`src/rtl/tqvp_bus_arbiter.sv`:
```
// Round-robin arbiter for two requesters onto one peripheral register bus; gnt one cycle after req is sampled.
// Writes occupy ACCESS only; reads add READ_LAT cycles, then rvalid. Requests wait (level-held) while busy.
module tqvp_bus_arbiter #(
  parameter int unsigned READ_LAT = 1
) (
  input  logic       clk,
  input  logic       rst,
  input  logic       req0,
  input  logic       req1,
  input  logic       we0,
  input  logic       we1,
  input  logic [3:0] addr0,
  input  logic [3:0] addr1,
  input  logic [7:0] wdata0,
  input  logic [7:0] wdata1,
  output logic       gnt0,
  output logic       gnt1,
  output logic       rvalid0,
  output logic       rvalid1,
  output logic [7:0] rdata0,
  output logic [7:0] rdata1,
  output logic [3:0] p_address,
  output logic [7:0] p_data_in,
  output logic       p_data_write,
  input  logic [7:0] p_data_out,
  output logic       busy
);

  typedef enum logic [1:0] {IDLE, ACCESS, READ} state_t;

  localparam logic [2:0] CNT_LOAD = 3'(READ_LAT - 1);

  state_t     state_q, state_d;
  logic       sel_q, sel_d;
  logic       last_q, last_d;
  logic       we_q, we_d;
  logic [3:0] addr_q, addr_d;
  logic [7:0] wdata_q, wdata_d;
  logic [2:0] cnt_q, cnt_d;
  logic [7:0] rdata0_q, rdata0_d, rdata1_q, rdata1_d;
  logic       rvalid0_q, rvalid0_d, rvalid1_q, rvalid1_d;
  logic       win;

  always_comb begin
    state_d      = state_q;
    sel_d        = sel_q;
    last_d       = last_q;
    we_d         = we_q;
    addr_d       = addr_q;
    wdata_d      = wdata_q;
    cnt_d        = cnt_q;
    rdata0_d     = rdata0_q;
    rdata1_d     = rdata1_q;
    rvalid0_d    = 1'b0;
    rvalid1_d    = 1'b0;
    gnt0         = 1'b0;
    gnt1         = 1'b0;
    p_data_write = 1'b0;
    // last_q names the previous winner, so contention goes to the other side
    win          = (req0 && req1) ? ~last_q : req1;

    case (state_q)
      IDLE: begin
        if (req0 || req1) begin
          state_d = ACCESS;
          sel_d   = win;
          last_d  = win;
          we_d    = win ? we1 : we0;
          addr_d  = win ? addr1 : addr0;
          wdata_d = win ? wdata1 : wdata0;
        end
      end
      ACCESS: begin
        gnt0         = ~sel_q;
        gnt1         = sel_q;
        p_data_write = we_q;
        if (we_q) begin
          state_d = IDLE;
        end else begin
          state_d = READ;
          cnt_d   = CNT_LOAD;
        end
      end
      READ: begin
        if (cnt_q == 3'd0) begin
          state_d = IDLE;
          if (sel_q) begin
            rdata1_d  = p_data_out;
            rvalid1_d = 1'b1;
          end else begin
            rdata0_d  = p_data_out;
            rvalid0_d = 1'b1;
          end
        end else begin
          cnt_d = cnt_q - 3'd1;
        end
      end
      default: state_d = IDLE;
    endcase
  end

  always_ff @(posedge clk) begin
    if (rst) begin
      state_q   <= IDLE;
      sel_q     <= 1'b0;
      last_q    <= 1'b1;
      we_q      <= 1'b0;
      addr_q    <= 4'd0;
      wdata_q   <= 8'd0;
      cnt_q     <= 3'd0;
      rdata0_q  <= 8'd0;
      rdata1_q  <= 8'd0;
      rvalid0_q <= 1'b0;
      rvalid1_q <= 1'b0;
    end else begin
      state_q   <= state_d;
      sel_q     <= sel_d;
      last_q    <= last_d;
      we_q      <= we_d;
      addr_q    <= addr_d;
      wdata_q   <= wdata_d;
      cnt_q     <= cnt_d;
      rdata0_q  <= rdata0_d;
      rdata1_q  <= rdata1_d;
      rvalid0_q <= rvalid0_d;
      rvalid1_q <= rvalid1_d;
    end
  end

  assign busy      = (state_q != IDLE);
  assign p_address = addr_q;
  assign p_data_in = wdata_q;
  assign rdata0    = rdata0_q;
  assign rdata1    = rdata1_q;
  assign rvalid0   = rvalid0_q;
  assign rvalid1   = rvalid1_q;

endmodule

```
`config.mk`:
```
export PLATFORM = sky130hd
export DESIGN_NAME = tqvp_bus_arbiter
export DESIGN_NICKNAME = d
export VERILOG_FILES = /design/src/rtl/tqvp_bus_arbiter.sv
export SDC_FILE = /design/constraint.sdc
export NUM_CORES = 1
export LEC_CHECK = 0
export CORE_ASPECT_RATIO = 2
export CORE_MARGIN = 5
export CORE_UTILIZATION = 61
export CTS_CLUSTER_SIZE = 30
export DETAILED_ROUTE_END_ITERATION = 8
export DONT_BUFFER_PORTS = 1
export GPL_TIMING_DRIVEN = 0
export PLACE_DENSITY = 0.84
export SYNTH_ARGS = -nofsm -noshare
export SYNTH_HDL_FRONTEND = slang
export SYNTH_SLANG_ARGS = --single-unit
export TNS_END_PERCENT = 20
```
`constraint.sdc`:
```
create_clock -name clk -period 2.1 [get_ports clk]
set_input_delay 0.105 -clock clk [delete_from_list [all_inputs] [get_ports clk]]
set_output_delay 0.105 -clock clk [all_outputs]
set_load 0.02 [all_outputs]
```
Yosys cells after proc, flatten, opt, wreduce, memory -nomap -nowiden
Index checks and enable logic that the tools add are counted.

storage, ports and cells
  register bits after elaboration = 38
  latch bits = 0
  bits in writable memories = 0
  memory bits (read-only) = 0
  input port bits = 38
  memories = 0

operators by class
  $add $sub $neg = 1
  multiply operators = 0
  div/mod/pow operators = 0
  $lt $le $gt $ge = 0
  equality and inequality tests = 6
  shift operators = 0
  mux-type cells = 16
  bitwise gates (word level) = 4
  reduce and logical (&&, ||, !) cells = 12

operators by type and width
  kind                                                                   number
  3-bit AND reduction                                                    3
  8-bit two-way mux                                                      1
  2-bit inequality test, second input constant                           4
  1-bit two-way mux                                                      7
  2-bit two-way mux                                                      3
  3-bit two-way mux                                                      2
  2-bit one-hot mux with 3 select lines                                  1
  3-bit one-hot mux with 2 select lines                                  1
  4-bit two-way mux                                                      1
  1-bit inverter                                                         4
  2-bit AND reduction                                                    2
  2-bit nonzero test                                                     2
  3-bit logical NOT                                                      1
  3-bit OR reduction                                                     1
  3-bit by 1-bit subtractor with 3-bit output, second input constant     1
  2-bit by 1-bit equality test with 1-bit output, second input constant  1
  2-bit equality test, second input constant                             1
  2-bit logical NOT                                                      1
  1-bit logical AND                                                      1
  1-bit logical OR                                                       1

Logic depth before layout (Yosys ltp)
Gate-level depths: netlist of the first run.

  word-level depth = 3
  gate-level depth with buffers = 7
  mapped depth without buffers = 6

Worst setup path before layout of the first run
Ideal clock, no wire load.

  kind = register to register
  start = reg cnt_q[0]
  end = reg cnt_q[1]
  arrival = 1.337 ns
  setup slack = 0.660 ns
  stages on the path, launching flop included = 7
  clock period less this slack = 1.440 ns
  cells stage by stage = dfxtp_1 > inv_1 > ha_1 > ha_1 > nor2_1 > nor2_1 > a2111oi_2

on the way
  cells in the longest elaborated chain, start to end = 3
  elaborated cells between the ends (all ways) = 6

RTL lines
  what                                                                                     line    RTL
  from (decl)                                                                              39      logic [2:0] cnt_q, cnt_d;
  from (signal assigned)                                                                   122     cnt_q <= cnt_d;
  3-bit by 1-bit subtractor with 3-bit output / 3-bit logical NOT (equally long branches)  95, 85
  3-bit two-way mux / 2-bit inequality test (equally long branches)                        n/a
  3-bit one-hot mux with 2 select lines / 3-bit AND reduction (equally long branches)      n/a

Parallel ways exist; a longest one is shown, timed or not. The select of a mux whose other input is x is not followed.
A chain may end at the register's enable or synchronous reset.

Final worst setup path of the first run
  start = reg state_q[0]
  end = reg wdata_q[5] (netlist: p_data_in[5])

on the way
  cells in the longest elaborated chain, start to end = 2

RTL lines
  what                           line  RTL
  from (decl)                    33    state_t state_q, state_d;
  from (signal assigned)         116   state_q <= state_d;
  2-bit logical NOT              62    case (state_q)
  2-bit AND reduction (no line)  n/a
  to (signal assigned)           121   wdata_q <= wdata_d;
  to (decl)                      38    logic [7:0] wdata_q, wdata_d;

No other way between the ends.

==> results of run 1 <==
## sequential cells by signal, summed over array words and instances, names as in the netlist
register / count
sel_q: 1
p_data_in: 8
p_address: 4
state_q: 2
rdata0: 8
last_q: 1
cnt_q: 3
rvalid0: 1
we_q: 1
rdata1: 8
rvalid1: 1
## how the worst min path moves through the flow
stage          slack [ns]  depth (start not counted)                         to           from
6_report           -0.003                          2  p_data_in[1]$_SDFFE_PP0P_      wdata0[1]
5_1_grt             0.007                          2  p_data_in[1]$_SDFFE_PP0P_      wdata0[1]
4_1_cts             0.001                          2  p_data_in[1]$_SDFFE_PP0P_      wdata0[1]
3_5_place_dp         0.25                          2     rdata1[0]$_SDFFE_PP0P_  p_data_out[0]
3_3_place_gp         0.24                          2     rdata1[0]$_SDFFE_PP0P_  p_data_out[0]
2_1_floorplan        0.24                          2     rdata0[1]$_SDFFE_PP0P_  p_data_out[1]
## power by group
group	switching [mW]	internal [mW]	leakage, nW	total (mW)
clock network	0.250	0.265	0.0482	0.514
registers	0.0781	0.765	0.311	0.843
logic	0.150	0.141	0.461	0.291
## layout by cell type, fill, tap and decap left out, types with 2 or more instances in the layout
cell type      count
buf_6              5
a2111oi_2          2
a311oi_1           3
clkbuf_1           4
dlygate4sd3_1     27
and3b_1            2
nor2_1             7
a311oi_2          10
inv_1              3
nor2_4             2
clkbuf_8           6
buf_4              3
nand2_1           60
buf_2              3
a21oi_1           32
dfxtp_1           38
ha_1               2
## cell type report
class                   count  area (µm²)  area share
clock buffers               7        86.3      0.0405
plain buffers              14         105      0.0493
inverters                   4        15.0     0.00705
clock inverters             1        5.00     0.00235
repair buffers             27         270       0.127
multi-input cells         138         852       0.400
well taps                  29        36.3      0.0170
flip-flops and latches     38         761       0.357
## repair_timing
action / CTS / global route
endpoints found under the setup margin: 0 / 0
hold buffers: 27 / 0
hold endpoints to repair: 27 / 0
## cells by family (layout without fill, tap and decap cells)
group	count (synthesis)	in the layout	share of synthesized area
and+or+nand+nor	81	81	0.221
AOI/OAI and AO/OA	55	55	0.256
DFF	38	38	0.439
buffers and inverters	18	53	0.0693
adders and majority gates	2	2	0.0144
## metrics by stage
step / hold slack (ns) / setup slack, ns / instances / utilization
2_1_floorplan: 0.241 / 0.660 / 194 / -
3_3_place_gp: 0.242 / 0.546 / 223 / 0.647
3_5_place_dp: 0.249 / 0.420 / 223 / 0.647
4_1_cts: 0.00118 / 0.158 / 258 / 0.779
5_1_grt: 0.00703 / 0.0560 / 258 / 0.779
6_report: -0.00278 / 0.127 / 258 / 0.779
## layer usage
layer | part of all wire | routed length [µm]
met5 | 0 | 0
met4 | 0.041 | 189
met3 | 0.080 | 369
met2 | 0.58 | 2670
met1 | 0.30 | 1360
## worst register-to-register path, cell delays in order (launching register included)
cell           delay (ns)
dfxtp_1              0.31
buf_6                0.13
nor2_4               0.17
inv_2                0.14
nor2_4               0.21
buf_6                0.19
a311oi_2             0.11
dlygate4sd3_1        0.61
==> impl_metrics.yaml, run 1 <==
timing:
  relSlewSlack: 0.509
  rsz0062_at_grt: "false"
  fin_crit_sh: 0.939
  fmax_mhz: 507
  hold_violations: 1
  clock_skew_ns: 0.00820
  whs_ns: -0.00278
  tns_ns: 0
  post-route-min-period_ns: 1.97
  report.final.slew_viol_count: 0
  tightest_slew_ns: 0.735
  setup_viol: 0
global_route:
  top_usage_layer: "met2"
  grtUsageTotal: 0.245
  antenna_found_initial: 0
  grt_pass1_vias: 1600
  met1_usage: 0.193
  use_met2: 0.461
  met3_usage: 0.0722
  grt-ovfl-total: 0
  grt_pass1_wl_mm: 7.12
  grt_max_degree: 12
worst_setup_path:
  path_cells: "buf_6 > nor2_4 > inv_2 > nor2_4 > buf_6 > a311oi_2 > dlygate4sd3_1"
  cp_slowest_stage_delay_ns: 0.61
  reg2reg_slack_ns: 0.13
  crit_fanout: 10
  arrival_ns: 2.15
  endpoint: "p_data_in[5]$_SDFFE_PP0P_"
  critPathBufInv: 4
  crit_required_ns: 2.27
  reg2reg_to: "p_data_in[5]$_SDFFE_PP0P_"
  endpoint_kind: "flip-flop"
  crit_family: "buffers and inverters"
  cp-start-kind: "flip-flop"
  worstSetupPathType: "reg2reg"
  slowest_stage: "dlygate4sd3_1"
  cp.depth: 7
  r2r_cells: 7
  r2r_start: "state_q[0]$_SDFFE_PP0P_"
  crit_start: "state_q[0]$_SDFFE_PP0P_"
logic_synthesis:
  synth-seq-cells: 38
  synth_most_common_cell: "nand2_1"
  yosys-top-cells-count: "nand2_1, dfxtp_1, a21oi_1"
  ys.warnings.count: 0
  synth_top_area_cell: "dfxtp_1"
  syn_avg_cell_area_um2: 8.93
  synthTopCellsByArea: "dfxtp_1, nand2_1, a21oi_1"
  async_flop_share: 0
  synth_edf_count: 0
  syn_area_um2: 1730
  syn-num-nets: 234
  ys.flop_type: "dfxtp_1"
  synth-seq-area-share: 0.439
  yosysUniqueCellTypes: 34
  synth_top_area_share: 0.439
  synth_cells: 194
finish:
  syn2layout_area_growth_pct: 23.0
  drive_above_1_share: 0.175
  post-route-cell-area_um2: 2130
  antenna_cells: 0
  n_fill_cell: 183
  fin_nets: 268
detailed_routing:
  ant_nets: 0
  drc: 0
  drt_iter0_drc: 33
  avgRoutedWirePerCell_um: 17.8
  vias: 1534
  post_drt_via_cell_ratio: 5.95
  drtPass1Iterations: 4
  wl_mm: 4.60
die:
  num_rows: 27
  core_um2: 2740
  ios: 72
  start_util: 0.633
  die_x_um: 47.7
  die_h_um: 85.4
  dieArea_um2: 4070
status:
  outcome: "complete, but fails checks"
  violations: "hold timing"
hold_path:
  hold_path.class: "in2reg"
power_and_ir_drop:
  total_power_mw: 1.65
  vdd_drop_max_uv: 595
  p_per_area_nw_per_um2: 774
  leakage_nw: 0.820
cts:
  cts_made_buffers: 5
  post-cts-setup-buffers: 0
  cts_buffer_depth: 2
  clock-sinks: 38
  cts_resized: 0
  clkSlewWorstSetupHoldPaths_ns: 0.07
  htree_levels: 2
  root_buffer: "clkbuf_8"
  clk_latency_ns: 0.29
  cts_tree: "yes"
place:
  placed_area_um2: 1770
  place.gp.congestion: 0.738
  hpwlAfterDp_mm: 3.16
  io_buffer_count: 0
flow_run:
  cap_violations: 0
Note: power is estimated with default switching activity, not from simulation.
==> run 2, diff against run 1 <==
--- a/config.mk
+++ b/config.mk
@@ -12,7 +12,7 @@
 export DETAILED_ROUTE_END_ITERATION = 8
 export DONT_BUFFER_PORTS = 1
 export GPL_TIMING_DRIVEN = 0
-export PLACE_DENSITY = 0.84
+export PLACE_DENSITY = 0.77
 export SYNTH_ARGS = -nofsm -noshare
 export SYNTH_HDL_FRONTEND = slang
 export SYNTH_SLANG_ARGS = --single-unit
==> run 2 against run 1 <==
  * Worst setup slack better by 0.027 ns
  * Combinational power is 4% lower
  * Hold slack better by 0.014 ns
  * Non-clock buffer count is 4 lower
  * Routed wire length is 5.6% lower
  * Largest cell class unchanged
  * Critical endpoint is now p_address[3]$_SDFFE_PP0P_
  * The run now ends clean
  * Clock power is 1% lower
  * Utilization is 1.3 points lower
  * Cell count is 1.6% lower
  * Largest power group unchanged
  * Maximum frequency is 1.4% higher
  * Register-to-register slack better by 0.03 ns
  * Sequential share of layout area is 0.62 points higher
  * Cell area is 1.7% lower
==> impl_metrics.yaml, run 2 (synthesis gave the netlist of run 1 again) <==
power_and_ir_drop:
  swShare: 0.287
  p_clk_frac: 0.311
  seqPwrFrac: 0.518
  leakage_nw: 0.798
  total_power_mw: 1.63
  p_per_area_nw_per_um2: 777
  vdd_drop_max_uv: 506
  power.switching_mw: 0.467
  combPwrFrac: 0.171
  power.internal_mw: 1.16
worst_setup_path:
  endpoint_kind: "flip-flop"
  slowest_stage: "dlygate4sd3_1"
  path_cells: "buf_6 > nor2_4 > inv_2 > nor2_4 > buf_6 > a311oi_2 > dlygate4sd3_1"
  crit_required_ns: 2.27
  arrival_ns: 2.12
  critPathBufInv: 4
  worstSetupPathType: "reg2reg"
  crit_family: "buffers and inverters"
  cp-start-kind: "flip-flop"
  cp_slowest_stage_delay_ns: 0.59
  crit_fanout: 10
timing:
  clock_skew_ns: 0.00768
  tns_ns: 0
  report.final.slew_viol_count: 0
  setup_viol: 0
  relSlewSlack: 0.494
  hold_violations: 0
  whs_ns: 0.0109
  fin_crit_sh: 0.927
  rsz0062_at_grt: "false"
  fmax_mhz: 514
  post-route-min-period_ns: 1.95
  tightest_slew_ns: 0.757
global_route:
  grtUsageTotal: 0.231
  grt_max_degree: 13
  grt_pass1_vias: 1616
  grt_pass1_wl_mm: 6.92
  antenna_found_initial: 0
  grt-ovfl-total: 0
die:
  start_util: 0.633
  die_x_um: 47.7
  ios: 72
  num_rows: 27
  die_h_um: 85.4
  core_um2: 2740
  dieArea_um2: 4070
detailed_routing:
  avgRoutedWirePerCell_um: 17.1
  post_drt_via_cell_ratio: 5.97
  wl_mm: 4.34
  vias: 1517
  drc: 0
  drt_iter0_drc: 34
  ant_nets: 0
  drtPass1Iterations: 4
finish:
  antenna_cells: 0
  n_fill_cell: 201
  mostFrequentLayoutCell: "nand2_1"
  drive_above_1_share: 0.182
  fin_nets: 264
  multiInputGateArea_um2: 852
  finalNonFillerCells: 254
  fin_util: 0.765
  syn2layout_area_growth_pct: 20.9
  final_cell_mix: "nand2_1, dfxtp_1, a21oi_1"
  seqCellArea_um2: 761
cts:
  htree_levels: 2
  cts_buffer_depth: 2
  cts_tree: "yes"
  clock-sinks: 38
  cts_made_buffers: 5
  clk_latency_ns: 0.28
  root_buffer: "clkbuf_8"
  clkSlewWorstSetupHoldPaths_ns: 0.07
place:
  io_buffer_count: 0
  dp.cells: 223
  hpwlAfterDp_mm: 3.14
  place.gp.congestion: 0.741
status:
  outcome: "finished clean"
flow_run:
  cap_violations: 0
hold_path:
  hold_path.class: "in2reg"
-- run 2: changes by cell type in the layout (fill, tap and decap cells not counted), sizes merged --
cell         previous run  this run
clkinvlp                0         1
dlygate4sd3            27        23
clkbuf                 10         9
-- run 2: worst reg2reg max path, cell delays in order, from the launching register on --
cell,delay (ns)
dfxtp_1,0.32
buf_6,0.13
nor2_4,0.18
inv_2,0.14
nor2_4,0.19
buf_6,0.19
a311oi_2,0.10
dlygate4sd3_1,0.59
-- run 2: layout make-up --
type                            count  share of cell area
Sequential cell                    38               0.363
Inverter                            4             0.00717
Tap cell                           29              0.0173
Timing Repair Buffer               23               0.110
Clock buffer                        6              0.0394
Clock inverter                      2             0.00597
Buffer                             14              0.0502
Multi-Input combinational cell    138               0.407
-- run 2: power by group through the flow --
stage	clock (mW)	combinational, mW	sequential, mW
CTS	0.520	0.275	0.843
global placement	0	0.220	0.858
finish	0.507	0.278	0.843
detailed placement	0	0.230	0.860
floorplan	0	0.194	0.848
global route	0.553	0.302	0.848
-- run 2: stage by stage --
| stage | setup slack [ns] | cell area, µm² |
|---|---|---|
| 2_1_floorplan | 0.660 | 1730 |
| 3_3_place_gp | 0.523 | 1770 |
| 3_5_place_dp | 0.439 | 1770 |
| 4_1_cts | 0.160 | 2090 |
| 5_1_grt | 0.0746 | 2090 |
| 6_report | 0.154 | 2090 |
-- run 2: routing by layer --
metal	vias to the layer above	part of all wire	track usage
li1	730	-	-
met5	-	0	0
met4	0	0.021	0.100
met2	63	0.59	0.444
met3	8	0.072	0.0594
met1	716	0.32	0.194
-- run 2: path summary, 6_finish.rpt --
path / from / to / slack (ns) / cells past startpoint
hold reg to reg: cnt_q[0]$_SDFFE_PP0P_ / cnt_q[0]$_SDFFE_PP0P_ / 0.52 / 1
setup reg to reg: state_q[0]$_SDFFE_PP0P_ / p_address[3]$_SDFFE_PP0P_ / 0.15 / 7
hold / removal: wdata0[5] / p_data_in[5]$_SDFFE_PP0P_ / 0.01 / 2
setup / recovery: state_q[0]$_SDFFE_PP0P_ / p_address[3]$_SDFFE_PP0P_ / 0.15 / 7
-- run 2: timing repair --
item,in CTS,in global routing
resized for setup,0,0
endpoints found under the hold margin,26,0
setup buffers,0,0
endpoints found under the setup margin,0,0
hold buffers,23,0
